[config.mk]
export PLATFORM = sky130hd
export DESIGN_NAME = hazard_ctrl
export DESIGN_NICKNAME = d
export VERILOG_FILES = /design/src/rtl/hazard_ctrl.sv
export SDC_FILE = /design/constraint.sdc
export NUM_CORES = 1
export LEC_CHECK = 0
export CORE_MARGIN = 8
export CORE_UTILIZATION = 25
export CTS_CLUSTER_SIZE = 8
export DETAILED_ROUTE_END_ITERATION = 8
export GPL_TIMING_DRIVEN = 0
export PLACE_DENSITY = 0.77
export SYNTH_ARGS = -nofsm -noshare
export SYNTH_HDL_FRONTEND = slang
export SYNTH_SLANG_ARGS = --single-unit
[constraint.sdc]
create_clock -name clk_i -period 1.6 [get_ports clk_i]
set_input_delay 0.4 -clock clk_i [delete_from_list [all_inputs] [get_ports clk_i]]
set_output_delay 0.4 -clock clk_i [all_outputs]
set_load 0.01 [all_outputs]
[src/rtl/hazard_ctrl.sv]
// Pipeline hazard controller: load-use / branch-compare stalls and redirect flushes.
// Optional statistics counters are enabled by defining HAZARD_CTRL_STATS_EN.
module hazard_ctrl #(
    parameter int unsigned REG_W        = 5,
    parameter int unsigned LOAD_LAT     = 1,
    parameter int unsigned FLUSH_CYCLES = 1,
    parameter int unsigned CNT_W        = 16
) (
    input  logic             clk_i,
    input  logic             rst_i,
    input  logic [REG_W-1:0] id_rs_i,
    input  logic [REG_W-1:0] id_rt_i,
    input  logic             id_rs_used_i,
    input  logic             id_rt_used_i,
    input  logic             id_branch_i,
    input  logic [REG_W-1:0] ex_rd_i,
    input  logic             ex_load_i,
    input  logic             ex_regwrite_i,
    input  logic             jump_i,
    input  logic             branch_taken_i,
    output logic             stall_o,
    output logic [1:0]       flush_o,
    output logic             pc_hazard_o,
    output logic [CNT_W-1:0] stall_cnt_o,
    output logic [CNT_W-1:0] flush_cnt_o
);

    localparam logic [1:0] FLUSH_HOLD   = 2'b00;
    localparam logic [1:0] FLUSH_SQUASH = 2'b01;
    localparam logic [1:0] FLUSH_NEXT   = 2'b10;
    localparam logic [1:0] FCNT_RELOAD  = 2'(FLUSH_CYCLES - 1);

    logic       rs_cand, rt_cand;
    logic       ex_load_hit, dl_hit, load_hazard, branch_hazard, hazard, redirect;
    logic [1:0] fcnt_q, fcnt_d;

    assign rs_cand = id_rs_used_i && (id_rs_i != '0);
    assign rt_cand = id_rt_used_i && (id_rt_i != '0);

    assign ex_load_hit = ex_load_i &&
                         ((rs_cand && (id_rs_i == ex_rd_i)) || (rt_cand && (id_rt_i == ex_rd_i)));

    // Older loads still in flight past EX; shifts every cycle, stall or not.
    if (LOAD_LAT > 1) begin : gen_dl
        localparam int unsigned N = LOAD_LAT - 1;
        logic [N-1:0]     dl_valid_q;
        logic [REG_W-1:0] dl_addr_q [N];
        logic             hit;

        always_ff @(posedge clk_i) begin
            if (rst_i) begin
                dl_valid_q <= '0;
            end else begin
                dl_valid_q[0] <= ex_load_i && (ex_rd_i != '0);
                for (int k = 1; k < N; k++) begin
                    dl_valid_q[k] <= dl_valid_q[k-1];
                end
            end
        end

        always_ff @(posedge clk_i) begin
            dl_addr_q[0] <= ex_rd_i;
            for (int k = 1; k < N; k++) begin
                dl_addr_q[k] <= dl_addr_q[k-1];
            end
        end

        always_comb begin
            hit = 1'b0;
            for (int k = 0; k < N; k++) begin
                if (dl_valid_q[k] && ((rs_cand && (id_rs_i == dl_addr_q[k])) ||
                                      (rt_cand && (id_rt_i == dl_addr_q[k])))) begin
                    hit = 1'b1;
                end
            end
        end

        assign dl_hit = hit;
    end else begin : gen_no_dl
        assign dl_hit = 1'b0;
    end

    assign load_hazard   = ex_load_hit || dl_hit;
    assign branch_hazard = id_branch_i && ex_regwrite_i && (ex_rd_i != '0) &&
                           ((rs_cand && (id_rs_i == ex_rd_i)) ||
                            (rt_cand && (id_rt_i == ex_rd_i)));
    assign hazard        = load_hazard || branch_hazard;
    assign redirect      = jump_i || branch_taken_i;

    always_comb begin
        stall_o     = 1'b0;
        flush_o     = FLUSH_NEXT;
        pc_hazard_o = 1'b0;
        fcnt_d      = fcnt_q;
        if (rst_i) begin
            fcnt_d = 2'b00;
        end else if (fcnt_q != 2'b00) begin
            // Wrong-path instruction in IF/ID: squash it and ignore its hazards/redirects.
            stall_o = 1'b1;
            flush_o = FLUSH_SQUASH;
            fcnt_d  = fcnt_q - 2'b01;
        end else if (hazard) begin
            stall_o     = 1'b1;
            flush_o     = FLUSH_HOLD;
            pc_hazard_o = 1'b1;
        end else if (redirect) begin
            stall_o = 1'b1;
            flush_o = FLUSH_SQUASH;
            fcnt_d  = FCNT_RELOAD;
        end
    end

    always_ff @(posedge clk_i) begin
        fcnt_q <= fcnt_d;
    end

`ifdef HAZARD_CTRL_STATS_EN
    logic             stall_evt, flush_evt;
    logic [CNT_W-1:0] stall_cnt_q, flush_cnt_q;

    assign stall_evt = !rst_i && (fcnt_q == 2'b00) && hazard;
    assign flush_evt = !rst_i && ((fcnt_q != 2'b00) || (redirect && !hazard));

    always_ff @(posedge clk_i) begin
        if (rst_i) begin
            stall_cnt_q <= '0;
            flush_cnt_q <= '0;
        end else begin
            if (stall_evt && (stall_cnt_q != '1)) stall_cnt_q <= stall_cnt_q + 1'b1;
            if (flush_evt && (flush_cnt_q != '1)) flush_cnt_q <= flush_cnt_q + 1'b1;
        end
    end

    assign stall_cnt_o = stall_cnt_q;
    assign flush_cnt_o = flush_cnt_q;
`else
    assign stall_cnt_o = '0;
    assign flush_cnt_o = '0;
`endif

endmodule

Word level (Yosys, flattened, before mapping) --
Index checks and enable logic that the tools add are counted.
Storage, ports and cells: bits in registers 2, latch bits 0, bits in writable memories 0, bits in read-only memories 0, input bits 24, output and inout port bits 36, memories kept 0
Cells by class: add/subtract/negate cells 1, $mul 0, div/mod/pow operators 0, magnitude comparators 0, eq/ne operators 3, shifts and indexed selects 0, multiplexer cells 14, bitwise gates (word level) 0, reduce and logical (&&, ||, !) cells 17
Operators with widths (number):
- nonzero test 5 bit | 3
- two-way mux 2 bit | 7
- == test 5 bit | 2
- logical AND 1 bit | 8
- two-way mux 1 bit | 7
- nonzero test 2 bit | 2
- logical OR 1 bit | 3
- != test 2 x 1 -> 1 bit, second input constant | 1
- AND reduction 2 bit | 1
- subtractor 2 x 1 -> 2 bit, second input constant | 1

Logic depth before layout (Yosys ltp) --
Gate-level depths: netlist of run 1.
depth after elaboration 9, mapped depth 4

Worst setup path before layout of run 1 --
No wires, ideal clock.
kind input-to-output, start input port ex_rd_i[0], end output port pc_hazard_o, data arrival time 1.361 ns, path slack -0.161 ns, cell stages on the path 4, path buffers 0, cell sequence xor2_1 nor3_2 nand4_2 a2111oi_2
Between the ends: cells in the longest elaborated chain, start to end 8, elaborated cells on any way between the ends 13
Ends and longest elaborated chain:
- from (decl) | line 16 | input logic [REG_W-1:0] ex_rd_i,
- == test 5 bit (on tied branches) | line 41, 85, 86
- logical AND 1 bit (on tied branches) | line 41, 85, 86
- logical OR 1 bit | line 41, 85
- logical AND 1 bit (on tied branches) | line 40, 84
- logical OR 1 bit * | line 87 | assign hazard = load_hazard || branch_hazard;
- two-way mux 1 bit * | line 102 | end else if (hazard) begin
- two-way mux 1 bit * | line 97 | end else if (fcnt_q != 2'b00) begin
- two-way mux 1 bit * | line 95 | if (rst_i) begin
- to (decl) | line 23 | output logic pc_hazard_o,
Mark *: on every way between the ends. The rest lies on a longest branch, timed or not.

Worst setup path in the final report of run 1 --
start input port id_rt_i[3], end output port pc_hazard_o
Between the ends: cells in the longest elaborated chain, start to end 9, elaborated cells on any way between the ends 11
Ends and longest elaborated chain:
- from (decl) | line 12 | input logic [REG_W-1:0] id_rt_i,
- nonzero test 5 bit | line 38 | assign rt_cand = id_rt_used_i && (id_rt_i != '0);
- logical AND 1 bit | line 38
- logical AND 1 bit * | line 41, 86
- logical OR 1 bit * | line 41, 85
- logical AND 1 bit (on tied branches) | line 40, 84
- logical OR 1 bit * | line 87
- two-way mux 1 bit * | line 102
- two-way mux 1 bit * | line 97
- two-way mux 1 bit * | line 95
Marked as above.

==> results of run 1 <==
## what timing repair did
item                                   in CTS  in global routing
endpoints found under the hold margin       0                  0
resized for setup                          98                 11
setup endpoints to repair                   4                  4
pin swaps                                  16                  9
setup buffers                               6                  2
## placed cells by master (no fill, tap or decap), drive strengths merged
master and n:
a2111oi 1, a21oi 2, a31o 1, a41o 1, a41oi 1, and3 2, and3b 1, buf 57
clkbuf 4, clkdlybuf4s50 2, conb 32, dfxtp 2, dlygate4sd2 7, nand2b 2, nand4 2, nor2 4
nor3 4, nor3b 1, nor4 2, o21bai 2, xnor2 2, xor2 6
## per-layer routing
| layer | part of all wire [%] | wire, um | track usage [%] | vias to the layer above |
|---|---|---|---|---|
| met5 | 0 | 0 | 0 | - |
| met4 | 1.6 | 29 | 3.42 | 0 |
| met3 | 9.8 | 180 | 3.58 | 2 |
| met2 | 61 | 1120 | 19.1 | 26 |
| met1 | 27 | 497 | 7.38 | 264 |
| li1 | - | - | - | 311 |
## synth_stat cells
master	number
sky130_fd_sc_hd__a2111oi_2	1
sky130_fd_sc_hd__a21oi_1	1
sky130_fd_sc_hd__a21oi_2	1
sky130_fd_sc_hd__a31o_2	1
sky130_fd_sc_hd__a41o_2	1
sky130_fd_sc_hd__a41oi_1	1
sky130_fd_sc_hd__and3_1	2
sky130_fd_sc_hd__and3b_1	1
sky130_fd_sc_hd__buf_4	32
sky130_fd_sc_hd__conb_1	1
sky130_fd_sc_hd__dfxtp_1	2
sky130_fd_sc_hd__nand2b_1	2
sky130_fd_sc_hd__nand4_1	1
sky130_fd_sc_hd__nand4_2	1
sky130_fd_sc_hd__nor2_1	4
sky130_fd_sc_hd__nor3_1	3
sky130_fd_sc_hd__nor3_2	1
sky130_fd_sc_hd__nor3b_1	1
sky130_fd_sc_hd__nor4_1	2
sky130_fd_sc_hd__o21bai_1	2
sky130_fd_sc_hd__xnor2_1	2
sky130_fd_sc_hd__xor2_1	6
## final cells by class
type / instances / area (um2) / share of cell area [%]
multi-input combinational: 66 / 460 / 41.4
timing repair buffer: 35 / 313 / 28.2
buffer: 32 / 240 / 21.6
sequential: 2 / 40.0 / 3.60
tap: 28 / 35.0 / 3.15
clock buffer: 3 / 22.5 / 2.03
## final timing paths
check,end,slack [ps],cells after the start
worst max-delay path,pc_hazard_o,-410,6
worst min-delay path,fcnt_q[0],530,1
worst min register to register,fcnt_q[0],530,1
worst max register to register,fcnt_q[0],940,1
## per-stage QoR
stage                     utilization (%)  total power, mW  TNS, ps  worst slack (ps)  cells
after floorplan                         -            0.184     -211              -118    100
after global placement               45.8            0.266    -4430             -1230    155
after detailed placement             45.8            0.270    -4530             -1270    155
after CTS                            49.5            0.396    -1370              -442    164
after global routing                 52.2            0.437    -1660              -469    166
final                                52.2            0.406    -1420              -411    166
## kinds of logic (layout without fill, tap and decap cells)
kind of cell	after synthesis	in the layout	synth area share, %
buffers and inverters	32	70	44.5
and+or+nand+nor	18	18	20.9
AOI/OAI and AO/OA	8	8	13.5
xor gates and xnor gates	8	8	13.0
DFF	2	2	7.42
other	1	32	0.695
## power groups by stage
stage	Clock [mW]	Sequential [mW]	Combinational [mW]
2_1_floorplan	0	0.0509	0.133
3_3_place_gp	0	0.0509	0.216
3_5_place_dp	0	0.0509	0.219
4_1_cts	0.121	0.0502	0.224
5_1_grt	0.121	0.0502	0.266
6_report	0.111	0.0503	0.244
## worst max-delay path, delay by kind of cell
| kind | cells | cell delay (ps) |
|---|---|---|
| buf+inv | 2 | 290 |
| simple gates | 2 | 410 |
| xor+xnor | 1 | 160 |
| compound gates | 1 | 360 |
==> results.md, run 1 <==
- The TritonCTS clock tree is yes.
- The cell area that synthesis handed to floorplanning was 539 um2.
- In this run the mean area of a mapped cell was 7.82 um2.
- Setup repair after global routing could not meet its margin everywhere.
- The type of origin of the critical path is a primary input.
- The repair_antennas step left the layout with diodes totalling 0.
- The leakage power figure is 0.601 nW.
- The switching power is 133 uW.
- The initial antenna violation count is 0.
- The die covers 0.00390 mm2.
- Setup violations remaining at the end of the flow were counted as 4.
- The worst path setup slack after routing is -411 ps.
- The checks that failed: setup timing.
- The achievable clock frequency is 497 MHz.
- The flow ran to the end, but the final reports show violations.
- Combinational logic burns 60.2% of the power.
- The signal arrival time at the worst endpoint is 1610 ps.
- The time the worst path needs with I/O delays and setup is 2010 ps.
- The post-synthesis cell type with the largest combined area is sky130_fd_sc_hd__buf_4.
- The number of flip-flops and latches in the synthesized netlist is 2.
- The vertical die dimension is 62.4 um.
- The worst hold path belongs to the class flip-flop to flip-flop.
- The setup path with the least slack is of type primary input to output pin.
- For this configuration, the core starts out at a cell density of 25.4%.
- The clock arrives with 0.976 ps of skew.
- The detailed router finished its first iteration with 3 violations.
- The part of the Yosys area used for sequential elements is 7.42%.
- The number of global-route vias before repair is 645.
- Summing all placed instances gives a cell area of 973 um2.
- The final-report hold violation count is 0.
- The largest single stage delay on the critical path is 360 ps.
- The number of CTS-inserted buffers is 3.
- The layout has 221 filler cells.
- Synthesis instantiated 22 different standard cells from the library.
- The CTS H-tree depth is 1.
- The floorplan step set the die width to 62.4 um.
- The routed layout has 603 vias.
- The cts-stage hold buffer count is 0.
- In this run the most critical hold path is launched from fcnt_q[0].
- The average routed wire per standard cell is 11.0 um.
- Data on the critical path is required at its endpoint by 1200 ps.
- The clock network is responsible for 27.4% of the overall power.
- The largest vdd supply drop is 0.000324 V.
- The overall track demand over capacity in global routing is 9.23%.
- The first TritonRoute pass finished after 4 iterations.
- The share of total power in sequential cells is 12.4%.
- No sink is reached through more buffers than the 2 on the longest clock path.
- The tree built by TritonCTS fans out to 2 sinks.
- The core region area is 0.00213 mm2.
- The internal power consumption is 273 uW.
- The post-route netlist has 55.1% of its cells at a drive strength greater than 1.
- The register with the most flip-flops in the final layout is fcnt_q.
- The wire length of the first global-routing pass is 3020 um.
- From synthesis to final layout, the design area changed by 106%.
- The finished cells cover 0.00111 mm2.
- Dividing total power by cell area gives a power density of 365 mW/mm2.
- The congestion estimate from routability-driven global placement came to 0.799.
- The clock latency on the worst-skew pair is 220 ps.
- The aggregate global routing overflow is 0.
- The worst path uses 126% of the clock period.
- The remaining design rule violation count is 0.
- The count of buffers added on input and output ports is 27.
- The number of max-cap violations is 0.
- The worst flop-to-flop path startpoint is fcnt_q[1].
- The number of cells produced by synthesis is 69.
- After clock tree synthesis, the clock-pin slew on the worst setup and hold paths is 30 ps.
- The count of pins on the block boundary is 60.
- Entering global routing, the biggest net connects 8 pins.
- In the final layout, the registers with the most flip-flops are fcnt_q x2.
- The critical path goes through buf_8, xor2_2, nor3_2, nand4_4, a2111oi_4, buf_2.
- The root buffer cell is sky130_fd_sc_hd__clkbuf_4.
- The number of max-slew violations in the final report is 0.
- The floorplan row count is 17.
- Ranked by total cell area, the synthesized netlist is headed by sky130_fd_sc_hd__buf_4 45%, sky130_fd_sc_hd__xor2_1 9.7%, sky130_fd_sc_hd__dfxtp_1 7.4%, sky130_fd_sc_hd__xnor2_1 3.2%, sky130_fd_sc_hd__nor3_1 2.8%.
- The register with the most flip-flops in the layout has 2 of them.
- The worst-case hold slack is 532 ps.
- The mean number of vias per cell is 3.63.
- Of all nets on the critical path, the largest fanout is 4.
- The nature of the critical path endpoint is an output pin.
- The number of nets with antenna violations after detailed routing is 0.
- The net count of the finished layout is 164.
- The top-area cell type share of the netlist area is 44.5%.
- The slowest stage of the critical path belongs to the cell sky130_fd_sc_hd__a2111oi_4.
- The critical path starts at id_rt_i[3].
- Net switching is 32.7% of the power.
- The final layout contains routed wiring with a total length of 1830 um.
- For this run, the number of Yosys warnings is 0.
Power figures use the tool's default switching activity.
==> run 2: changes to the inputs <==
--- a/config.mk
+++ b/config.mk
@@ -5,6 +5,7 @@
 export SDC_FILE = /design/constraint.sdc
 export NUM_CORES = 1
 export LEC_CHECK = 0
+export CAP_MARGIN = 20
 export CORE_MARGIN = 8
 export CORE_UTILIZATION = 25
 export CTS_CLUSTER_SIZE = 8
==> results of run 2 <==
No change in the layout: final DEF, timing and power equal those of run 1.
==> patch (config.mk and constraints of run 1) <==
Add a define of `HAZARD_CTRL_STATS_EN`.
--- a/src/rtl/hazard_ctrl.sv
+++ b/src/rtl/hazard_ctrl.sv
@@ -2,2 +2,4 @@
 // Optional statistics counters are enabled by defining HAZARD_CTRL_STATS_EN.
+`define HAZARD_CTRL_STATS_EN
+
 module hazard_ctrl #(
Behaviour: not the same (Yosys sat finds a counterexample within 4 cycles, from zero or initial values and one cycle with rst_i high).
==> patch against run 1 <==
The flow still finishes with violations (setup timing); synthesized area grew to 3.7 times the old value; power rose to 4.8 times the old value; design area grew to 3.7 times the old value; clock power rose to 6.2 times the old value; global-route usage increased by 5.6 points; routed wire length rose to 5.0 times the old value; sequential cell count up 32; worst setup slack got worse by 0.18 ns.
==> patch: results (changes against run 1) <==
* Later-pin clock latency in the skew report at 0.30 ns (was 0.22 ns)
* Synth Area in Adders at 1.26% (was 0%)
* Final setup vio count at 35 (was 4)
* Violated checks: setup timing (unchanged)
* First-pass GRT wire length at 13.4 mm (was 3.02 mm)
* Setup slack after layout at -0.594 ns (was -0.411 ns)
* R2r setup slk at -0.36 ns (was 0.94 ns)
* Status: finished with violations (unchanged)
* Slowest cell on crit path: o41ai_4 (was a2111oi_4)
* Share of cells above drive strength 1 at 59.2% (was 55.1%)
* Nets at 393 (was 164)
* Worst r2r dst: flush_cnt_o[13]$_SDFFE_PP0P_ (was fcnt_q[0]$_SDFFE_PP0P_)
* Syn_area_per_cell at 8.18 um^2 (was 7.82 um^2)
* Clock-pin slew on the worst setup and hold paths at 0.07 ns (was 0.03 ns)
* Post-Synth XOR/XNOR Area at 3.54% (was 13.0%)
* Htree depth at 2 (was 1)
* Wire per inst at 19.4 um (was 11.0 um)
* M1 GR Usage at 16.0% (was 7.38%)
* Max rail drop VDD at 0.297 mV (was 0.324 mV)
* Hold depth at 2 (was 1)
* Via total after detailed routing at 2624 (was 603)
* Met3 WL at 560 um (was 180 um)
* DR vias/cell at 5.58 (was 3.63)
* Worst Path Max Fanout at 2 (was 4)
* Total GRT Usage at 14.9% (was 9.23%)
* Gp weighted congestion at 0.791 (was 0.799)
* Post-synth top cells: dfxtp_1 (34), a21oi_1 (28), nand2_1 (21), nand3_1 (17), or4_1 (17) (was buf_4 (32), xor2_1 (6), nor2_1 (4), nor3_1 (3))
* R2r startpoint: flush_cnt_o[6]$_SDFFE_PP0P_ (was fcnt_q[1]$_SDFFE_PP0P_)
* Met2 GRT Util at 26.9% (was 19.1%)
* Critical path arrival at 1.79 ns (was 1.61 ns)
* Pre-CTS WS at -1.57 ns (was -1.27 ns)
==> patch: cell types whose count changed in the layout (fill, tap and decap cells not counted), sizes merged, moves of 23 or more <==
| cell | before | now |
|---|---|---|
| conb | 32 | 0 |
| dfxtp | 2 | 34 |
| buf | 57 | 86 |
| a21oi | 2 | 28 |
| dlygate4sd2 | 7 | 33 |
| nand2 | 0 | 23 |
==> patch: power breakdown <==
group	internal [W]	total, W	switching [W]
clock	0.000348	0.000686	0.000338
sequential	0.000838	0.000848	0.0000102
combinational	0.000205	0.000406	0.000201
total	0.00139	0.00194	0.000550
==> patch: area by class of cell <==
class / instances / area [um^2]
flip-flops and latches: 34 / 727
inverters: 7 / 26.3
clock buffers: 7 / 86.3
clock inverters: 1 / 5.00
repair buffers: 119 / 1150
fillers: 642 / 3570
plain buffers: 9 / 100
multi-input cells: 191 / 1890
well taps: 102 / 128
==> patch: repair_timing <==
action,4_1_cts,5_1_grt
pin swaps,50,48
endpoints found under the setup margin,67,37
buffers inserted,39,26
cloned,4,0
gates resized for setup,243,97
